$ cat config.mk
export PLATFORM = sky130hd
export DESIGN_NAME = video_timing_gen_flat
export DESIGN_NICKNAME = d
export VERILOG_FILES = /design/src/rtl/video_timing_if.sv /design/src/rtl/video_timing_gen.sv /design/src/flat_wrapper.sv
export SDC_FILE = /design/constraint.sdc
export NUM_CORES = 1
export LEC_CHECK = 0
export BUFFER_PORTS_ARGS = -buffer_cell sky130_fd_sc_hd__buf_2
export CAP_MARGIN = 15
export CORE_MARGIN = 4
export CORE_UTILIZATION = 57
export DETAILED_ROUTE_END_ITERATION = 10
export PLACE_DENSITY = 0.8
export SLEW_MARGIN = 25
export SYNTH_ARGS = -nofsm -noshare
export SYNTH_HDL_FRONTEND = slang
export SYNTH_SLANG_ARGS = --single-unit
$ cat constraint.sdc
create_clock -name pixel_clk -period 4.85 [get_ports pixel_clk]
set_clock_uncertainty 0.05 [all_clocks]
set_input_delay 0.485 -clock pixel_clk [delete_from_list [all_inputs] [get_ports pixel_clk]]
set_output_delay 0.485 -clock pixel_clk [all_outputs]
set_load 0.005 [all_outputs]
$ cat src/rtl/video_timing_if.sv
// Raster timing bundle between the timing generator (master) and its consumers (slave).
// The consumer side owns the pacing inputs pix_en and run.
interface video_timing_if #(
    parameter int CW  = 12,
    parameter int FCW = 16
) ();
    logic           pix_en;
    logic           run;
    logic [CW-1:0]  pixel_x;
    logic [CW-1:0]  pixel_y;
    logic           hsync;
    logic           vsync;
    logic           hblank;
    logic           vblank;
    logic           video_on;
    logic           line_start;
    logic           frame_start;
    logic [FCW-1:0] frame_count;
    logic           active;

    modport master (
        input  pix_en, run,
        output pixel_x, pixel_y, hsync, vsync, hblank, vblank, video_on,
               line_start, frame_start, frame_count, active
    );

    modport slave (
        output pix_en, run,
        input  pixel_x, pixel_y, hsync, vsync, hblank, vblank, video_on,
               line_start, frame_start, frame_count, active
    );
endinterface

$ cat src/rtl/video_timing_gen.sv
// Parametrised raster timing generator: coordinates, sync, blanking and line/frame strobes,
// paced by pix_en, with run/stop that only takes effect at a frame boundary.
module video_timing_gen #(
    parameter int H_VISIBLE = 640,
    parameter int H_FP      = 16,
    parameter int H_SYNC    = 96,
    parameter int H_BP      = 48,
    parameter int V_VISIBLE = 480,
    parameter int V_FP      = 10,
    parameter int V_SYNC    = 2,
    parameter int V_BP      = 33,
    parameter bit HSYNC_POL = 1'b0,
    parameter bit VSYNC_POL = 1'b0,
    parameter int CW        = 12,
    parameter int FCW       = 16
) (
    input  logic            pixel_clk,
    input  logic            reset,
    video_timing_if.master  vif
);
    localparam int H_TOTAL = H_VISIBLE + H_FP + H_SYNC + H_BP;
    localparam int V_TOTAL = V_VISIBLE + V_FP + V_SYNC + V_BP;

    // Inclusive bounds keep every constant below the total, so nothing needs CW+1 bits.
    localparam logic [CW-1:0] H_LAST     = CW'(H_TOTAL - 1);
    localparam logic [CW-1:0] V_LAST     = CW'(V_TOTAL - 1);
    localparam logic [CW-1:0] H_VIS      = CW'(H_VISIBLE);
    localparam logic [CW-1:0] V_VIS      = CW'(V_VISIBLE);
    localparam logic [CW-1:0] HS_FIRST   = CW'(H_VISIBLE + H_FP);
    localparam logic [CW-1:0] HS_LAST    = CW'(H_VISIBLE + H_FP + H_SYNC - 1);
    localparam logic [CW-1:0] VS_FIRST   = CW'(V_VISIBLE + V_FP);
    localparam logic [CW-1:0] VS_LAST    = CW'(V_VISIBLE + V_FP + V_SYNC - 1);

    typedef enum logic [1:0] {IDLE, RUN, DRAIN} state_e;

    state_e         state_q, state_d;
    logic [CW-1:0]  x_q, x_d, y_q, y_d;
    logic           hsync_q, hsync_d, vsync_q, vsync_d;
    logic           hblank_q, hblank_d, vblank_q, vblank_d;
    logic           video_on_q, video_on_d, active_q, active_d;
    logic           line_start_q, line_start_d, frame_start_q, frame_start_d;
    logic [FCW-1:0] fcount_q, fcount_d;

    logic [CW-1:0]  nx, ny;
    logic           load_pos, load_idle, at_last, h_blk, v_blk;

    always_comb begin
        state_d       = state_q;
        x_d           = x_q;
        y_d           = y_q;
        hsync_d       = hsync_q;
        vsync_d       = vsync_q;
        hblank_d      = hblank_q;
        vblank_d      = vblank_q;
        video_on_d    = video_on_q;
        active_d      = active_q;
        fcount_d      = fcount_q;
        line_start_d  = 1'b0;
        frame_start_d = 1'b0;
        nx            = x_q;
        ny            = y_q;
        load_pos      = 1'b0;
        load_idle     = 1'b0;
        h_blk         = 1'b1;
        v_blk         = 1'b1;
        at_last       = (x_q == H_LAST) && (y_q == V_LAST);

        if (vif.pix_en) begin
            case (state_q)
                IDLE: begin
                    if (vif.run) begin
                        state_d  = RUN;
                        nx       = '0;
                        ny       = '0;
                        load_pos = 1'b1;
                    end
                end
                RUN, DRAIN: begin
                    if (state_q == DRAIN && at_last && !vif.run) begin
                        state_d   = IDLE;
                        load_idle = 1'b1;
                    end else begin
                        state_d  = vif.run ? RUN : DRAIN;
                        load_pos = 1'b1;
                        if (x_q == H_LAST) begin
                            nx = '0;
                            ny = (y_q == V_LAST) ? '0 : y_q + 1'b1;
                        end else begin
                            nx = x_q + 1'b1;
                        end
                    end
                end
                default: begin
                    state_d   = IDLE;
                    load_idle = 1'b1;
                end
            endcase
        end

        if (load_pos) begin
            h_blk         = (nx >= H_VIS);
            v_blk         = (ny >= V_VIS);
            x_d           = nx;
            y_d           = ny;
            hsync_d       = ((nx >= HS_FIRST) && (nx <= HS_LAST)) ? HSYNC_POL : !HSYNC_POL;
            vsync_d       = ((ny >= VS_FIRST) && (ny <= VS_LAST)) ? VSYNC_POL : !VSYNC_POL;
            hblank_d      = h_blk;
            vblank_d      = v_blk;
            video_on_d    = !h_blk && !v_blk;
            active_d      = 1'b1;
            line_start_d  = (nx == '0);
            frame_start_d = (nx == '0) && (ny == '0);
            if ((nx == '0) && (ny == '0)) fcount_d = fcount_q + 1'b1;
        end

        // Leaving the raster: park on IDLE values, frame counter is kept.
        if (load_idle) begin
            x_d        = '0;
            y_d        = '0;
            hsync_d    = !HSYNC_POL;
            vsync_d    = !VSYNC_POL;
            hblank_d   = 1'b1;
            vblank_d   = 1'b1;
            video_on_d = 1'b0;
            active_d   = 1'b0;
        end
    end

    always_ff @(posedge pixel_clk) begin
        if (reset) begin
            state_q       <= IDLE;
            x_q           <= '0;
            y_q           <= '0;
            hsync_q       <= !HSYNC_POL;
            vsync_q       <= !VSYNC_POL;
            hblank_q      <= 1'b1;
            vblank_q      <= 1'b1;
            video_on_q    <= 1'b0;
            active_q      <= 1'b0;
            line_start_q  <= 1'b0;
            frame_start_q <= 1'b0;
            fcount_q      <= '0;
        end else begin
            state_q       <= state_d;
            x_q           <= x_d;
            y_q           <= y_d;
            hsync_q       <= hsync_d;
            vsync_q       <= vsync_d;
            hblank_q      <= hblank_d;
            vblank_q      <= vblank_d;
            video_on_q    <= video_on_d;
            active_q      <= active_d;
            line_start_q  <= line_start_d;
            frame_start_q <= frame_start_d;
            fcount_q      <= fcount_d;
        end
    end

    assign vif.pixel_x     = x_q;
    assign vif.pixel_y     = y_q;
    assign vif.hsync       = hsync_q;
    assign vif.vsync       = vsync_q;
    assign vif.hblank      = hblank_q;
    assign vif.vblank      = vblank_q;
    assign vif.video_on    = video_on_q;
    assign vif.line_start  = line_start_q;
    assign vif.frame_start = frame_start_q;
    assign vif.frame_count = fcount_q;
    assign vif.active      = active_q;
endmodule

$ cat src/flat_wrapper.sv
// flat-port wrapper written by rule: the top's interface ports become plain ports
module video_timing_gen_flat 
#(
    parameter int H_VISIBLE = 640,
    parameter int H_FP      = 16,
    parameter int H_SYNC    = 96,
    parameter int H_BP      = 48,
    parameter int V_VISIBLE = 480,
    parameter int V_FP      = 10,
    parameter int V_SYNC    = 2,
    parameter int V_BP      = 33,
    parameter bit HSYNC_POL = 1'b0,
    parameter bit VSYNC_POL = 1'b0,
    parameter int CW        = 12,
    parameter int FCW       = 16
)
  (pixel_clk, reset, vif_pix_en, vif_run, vif_pixel_x, vif_pixel_y, vif_hsync, vif_vsync, vif_hblank, vif_vblank, vif_video_on, vif_line_start, vif_frame_start, vif_frame_count, vif_active);
  video_timing_if #(.CW(CW), .FCW(FCW)) vif_i ();
  input  logic pixel_clk;
  input  logic reset;
  input wire logic [$bits(vif_i.pix_en)-1:0] vif_pix_en;
  input wire logic [$bits(vif_i.run)-1:0] vif_run;
  output wire logic [$bits(vif_i.pixel_x)-1:0] vif_pixel_x;
  output wire logic [$bits(vif_i.pixel_y)-1:0] vif_pixel_y;
  output wire logic [$bits(vif_i.hsync)-1:0] vif_hsync;
  output wire logic [$bits(vif_i.vsync)-1:0] vif_vsync;
  output wire logic [$bits(vif_i.hblank)-1:0] vif_hblank;
  output wire logic [$bits(vif_i.vblank)-1:0] vif_vblank;
  output wire logic [$bits(vif_i.video_on)-1:0] vif_video_on;
  output wire logic [$bits(vif_i.line_start)-1:0] vif_line_start;
  output wire logic [$bits(vif_i.frame_start)-1:0] vif_frame_start;
  output wire logic [$bits(vif_i.frame_count)-1:0] vif_frame_count;
  output wire logic [$bits(vif_i.active)-1:0] vif_active;
  assign vif_i.pix_en = vif_pix_en;
  assign vif_i.run = vif_run;
  assign vif_pixel_x = vif_i.pixel_x;
  assign vif_pixel_y = vif_i.pixel_y;
  assign vif_hsync = vif_i.hsync;
  assign vif_vsync = vif_i.vsync;
  assign vif_hblank = vif_i.hblank;
  assign vif_vblank = vif_i.vblank;
  assign vif_video_on = vif_i.video_on;
  assign vif_line_start = vif_i.line_start;
  assign vif_frame_start = vif_i.frame_start;
  assign vif_frame_count = vif_i.frame_count;
  assign vif_active = vif_i.active;
  video_timing_gen #(.H_VISIBLE(H_VISIBLE), .H_FP(H_FP), .H_SYNC(H_SYNC), .H_BP(H_BP), .V_VISIBLE(V_VISIBLE), .V_FP(V_FP), .V_SYNC(V_SYNC), .V_BP(V_BP), .HSYNC_POL(HSYNC_POL), .VSYNC_POL(VSYNC_POL), .CW(CW), .FCW(FCW)) u_core (.pixel_clk(pixel_clk), .reset(reset), .vif(vif_i));
endmodule
Word level (Yosys, flattened, before mapping):

Index checks and enable logic that the tools add are counted.

* reductions and logical operators: 18
* equal/unequal tests: 5
* muxes and demuxes: 24
* bitwise logic cells: 1
* $add $sub $neg: 3
* magnitude comparators: 6

Operators with widths (count)
* $mux 12: 9
* $pmux 12 s2: 2
* $add 12x1->12 const B: 2
* $eq 12x10->1 const B: 2
* $ge 12x10->1 const B: 2
* $ge 12x9->1 const B: 2
* $logic_not 12->1: 2
* $add 16x1->16 const B: 1
* $le 12x10->1 const B: 1
* $le 12x9->1 const B: 1
* $logic_and 1x1->1: 7
* $mux 1: 7
* $mux 2: 3
* $reduce_or 2->1: 3
* $pmux 1 s2: 2
* $pmux 2 s2: 1
* $reduce_and 2->1: 2
* $logic_not 1->1: 3
* $eq 2x1->1 const B: 1
* $eq 2x2->1 const B: 1
* $logic_not 2->1: 1
* $ne 2x2->1 const B: 1
* $not 1->1: 1

* logic and storage cells: 69
* bits of input ports: 4
* bits in registers: 50

Longest topological paths before layout:

* depth after elaboration: 10
* mapped depth: 15

Least setup slack after synthesis:

OpenSTA, ideal clock, no wires.

* path kind: register to register
* start: register u_core.state_q[0]
* end: register u_core.fcount_q[13] (netlist: u_core.vif.frame_count[13])
* stages on the path, launching flop included: 13
* required time: 4729 ps
* setup slack: 1265 ps
* buffers on the path: 2
* library setup time: 71 ps
* data arrival time: 3465 ps
* cell sequence: dfxtp_1 > inv_1 > ha_1 > nand3b_1 > clkbuf_1 > nand2_1 > a32oi_1 > nand4bb_1 > or4_4 > or3_1 > buf_2 > or4_1 > a21oi_1

* cells in the longest elaborated chain, start to end: 9

Ends and longest elaborated chain
* start: declaration: RTL line video_timing_gen.sv:36 `state_e state_q, state_d;`
* start signal: assignment: RTL line video_timing_gen.sv:144 `state_q <= state_d;`
* $eq 2x2->1: RTL line video_timing_gen.sv:69, video_timing_gen.sv:79
* $logic_and 1x1->1 (2 in series): RTL line video_timing_gen.sv:79 `if (state_q == DRAIN && at_last && !vif.run) begin`
* $mux 12: RTL line video_timing_gen.sv:79
* $pmux 12 s2: RTL line video_timing_gen.sv:69 `case (state_q)`
* $mux 12: RTL line video_timing_gen.sv:68 `if (vif.pix_en) begin`
* $logic_not 12->1: RTL line video_timing_gen.sv:113 `if ((nx == '0) && (ny == '0)) fcount_d = fcount_q + 1'b1;`
* $logic_and 1x1->1: RTL line video_timing_gen.sv:113
* $reduce_and 2->1 (no source line) (*)
* end signal: assignment: RTL line video_timing_gen.sv:155 `fcount_q <= fcount_d;`
* end: declaration: RTL line video_timing_gen.sv:42 `logic [FCW-1:0] fcount_q, fcount_d;`

Every way passes the cells marked *; elsewhere a longest branch is shown, timed or not.
A chain may end at the register's enable or synchronous reset.

Worst setup path after layout:

* start: register u_core.x_q[0] (netlist: u_core.vif.pixel_x[0])
* end: register u_core.fcount_q[13] (netlist: u_core.vif.frame_count[13])

* cells in the longest elaborated chain, start to end: 10

Ends and longest elaborated chain
* start: declaration: RTL line video_timing_gen.sv:37 `logic [CW-1:0] x_q, x_d, y_q, y_d;`
* start signal: assignment: RTL line video_timing_gen.sv:132 `x_q <= '0;`
* start signal: assignment: RTL line video_timing_gen.sv:145 `x_q <= x_d;`
* parallel branches: the longest is 9 deep, another holds $add 12x1->12
* $reduce_and 2->1 (no source line) (*)

Mark *: on every way between the ends.

==> out/metrics.cfg <==
[grt]
grt_max_degree = 26
antenna_found_initial = 0
grt_pass1_vias = 2957
grt_pass1_wl_mm = 14.5
track_usage = 0.247
grt_overflow = 0

[power_and_ir_drop]
cellPowerDensity_nw_per_um2 = 223
swShare = 0.285
p_comb_frac = 0.150
pwr-share-seq = 0.558
intPower_uw = 564
switchingPower_uw = 225
p_leak_uw = 0.00134
p_clk_frac = 0.292
ir_drop_v = 0.000157

[job]
drv_cap = 0

[critical_path]
cp-start-kind = flop
critPathKind = flop to flop
slowest_delay_ns = 0.61
critical_path_arrival_ns = 4.54
reg2reg_from = u_core.vif.pixel_x[0]
required_ns = 5.04
cp_top_family = simple AND/OR/NAND/NOR gates
path_cells = ha_1, and4_1, and3_1, a31o_2, o21ai_1, o41ai_1, o211ai_1, or3_1, or4_1, a21oi_1
worst-path-max-fanout = 19
critPathBufInv = 0
ff2ff_path_depth = 10
r2r_end = u_core.vif.frame_count[13]
ff2ff_setup_slack_ns = 0.50
endpoint_kind = flop
critPathSlowestCell = or3_1

[synthesis]
synth_top_cell_by_area = dfxtp_1
syn_inst = 418
synth.ff_latch_count = 50
synth.avg_cell_area_um2 = 7.69
yosysWarnings = 0
yosysSeqAreaShare = 0.311
synth-edff-count = 0
synthArstFlopShare = 0
yosys-top-cells-area = dfxtp_1 31%, nor2_1 5.4%, a21oi_1 5.0%
synth_ff_type = dfxtp_1
syn_area_um2 = 3210
ys_types = 68
synthTopCellsByCount = 50 x dfxtp_1, 46 x nor2_1, 40 x nand2_1
synth.most_common_cell = dfxtp_1
syn_nets = 429
synth_top_area_share = 0.311

[floorplan]
die_w_um = 83.1
top_level_ports = 52
dieArea_um2 = 6900
die_h_um = 83.1
start_util = 0.587
core-area_um2 = 5470
rows = 27

[cts]
clock_latency_ns = 0.31
clockBufferDepth = 2
cts_root_buf = clkbuf_8
postCtsSetupBuffers = 0
ctsResizeCount = 0
cts.clk_slew.worst_paths_ns = 0.09
cts.sinks = 50
cts_hold_buffers = 0
cts_max_level = 2
cts_tree = yes
cts_buffers = 5

[timing]
hold_viol_final = 0
period_minus_slack_ns = 4.35
fmax_mhz = 230
drv_slew = 0
relSlewSlack = 0.451
worst_slew_pin_slew_ns = 0.816
rsz0062_at_grt = no
fin_setup_tns_ns = 0
setup_viol = 0
finalCritPeriodShare = 0.897

[routing]
postRouteAntennaNets = 0
drt-total-wl_mm = 8.71
drc_errors = 0
vias = 3338
drtIter0Drc = 330
drt-vias-per-instance = 6.36
first_pass_iters = 5
wl_per_cell_um = 16.6

[min_path]
worstHoldEndpoint = u_core.vif.vblank
holdCritStartpoint = u_core.vif.vblank
hp-class = flop to flop
hold_depth = 1

[finish]
fin_nets = 464
fin_cells = 525
nFillCells = 535
layout-drive-gt1-share = 0.172
final_util = 0.645
antenna_cells = 0
syn_to_final_growth_pct = 9.81

[placement]
routabilityCongestion = 0.958
dp_cells = 518
port_buffers = 51
hpwl_mm = 6.39

[run_status]
status = finished, final reports clean

cell families after synthesis:
group | Yosys count | share of synthesized area
AND/OR/NAND/NOR | 195 | 0.325
AO/OA/AOI/OAI | 117 | 0.248
flip-flops | 50 | 0.311
buffers and inverters | 38 | 0.0561
XOR/XNOR | 7 | 0.0191
adder cells (fa/ha/maj) | 7 | 0.0272
multiplexers | 4 | 0.0128
layout by cell type, fill, tap and decap left out, types with 8 or more instances in the layout:
master | synthesis | layout
buf_2 | 3 | 51
dfxtp_1 | 50 | 50
nor2_1 | 46 | 46
nand2_1 | 40 | 40
a21oi_1 | 32 | 32
nand3_1 | 23 | 23
o21ai_0 | 17 | 17
nor3_1 | 13 | 13
nand4_1 | 12 | 12
inv_1 | 11 | 11
a211oi_1 | 11 | 11
or3_1 | 11 | 11
nor4_1 | 8 | 8
registers in the layout, summed over array words and instances, names as in the netlist:
name                    cells
u_core.vif.vsync            1
u_core.vif.frame_start      1
u_core.vif.line_start       1
u_core.vif.hblank           1
u_core.vif.pixel_y         12
u_core.vif.active           1
u_core.vif.video_on         1
u_core.vif.vblank           1
u_core.vif.pixel_x         12
u_core.state_q              2
u_core.vif.frame_count     16
u_core.vif.hsync            1
worst max-delay path by stage:
stage	cells after the start	end	startpoint	slack, ns
5_1_grt	10	u_core.vif.frame_count[13]	u_core.vif.pixel_x[0]	0.25
3_5_place_dp	10	u_core.vif.frame_count[13]	u_core.vif.pixel_x[0]	0.62
4_1_cts	10	u_core.vif.frame_count[13]	u_core.vif.pixel_x[0]	0.59
6_report	10	u_core.vif.frame_count[13]	u_core.vif.pixel_x[0]	0.50
3_3_place_gp	10	u_core.vif.frame_count[13]	u_core.vif.pixel_x[0]	0.78
2_1_floorplan	12	u_core.vif.frame_count[13]	u_core.state_q[0]	1.26
final cells by class:
class                      count  area [um2]  area share
clock buffer                   5        68.8      0.0195
multi-input combinational    330        2030       0.576
sequential                    50        1000       0.284
tap                           72        90.1      0.0255
clock inverter                 2        10.0     0.00284
timing repair buffer          55         285      0.0808
inverter                      11        41.3      0.0117
power groups by stage:
stage	Sequential, uW	Combinational [uW]	Clock, uW
after floorplan	444	86.9	0
after global placement	449	115	0
after detailed placement	449	117	0
after CTS	440	117	239
after global routing	443	132	255
final	440	118	230
routing by layer:
layer / wire (um) / GRT usage / up-vias
met5: 0 / 0 / -
met4: 133 / 0.0728 / 0
met3: 582 / 0.0407 / 18
met2: 4070 / 0.398 / 140
met1: 3920 / 0.338 / 1553
li1: - / - / 1627
stage by stage:
| stage | hold slack [ns] | total power, uW | cell area, um2 | worst slack, ns |
|---|---|---|---|---|
| 6_report | 0.411 | 788 | 3530 | 0.498 |
| 5_1_grt | 0.450 | 829 | 3530 | 0.247 |
| 4_1_cts | 0.419 | 796 | 3530 | 0.595 |
| 3_5_place_dp | 0.396 | 566 | 3450 | 0.623 |
| 3_3_place_gp | 0.382 | 564 | 3450 | 0.782 |
| 2_1_floorplan | 0.399 | 531 | 3210 | 1.26 |
(Power assumes the default switching activity.)
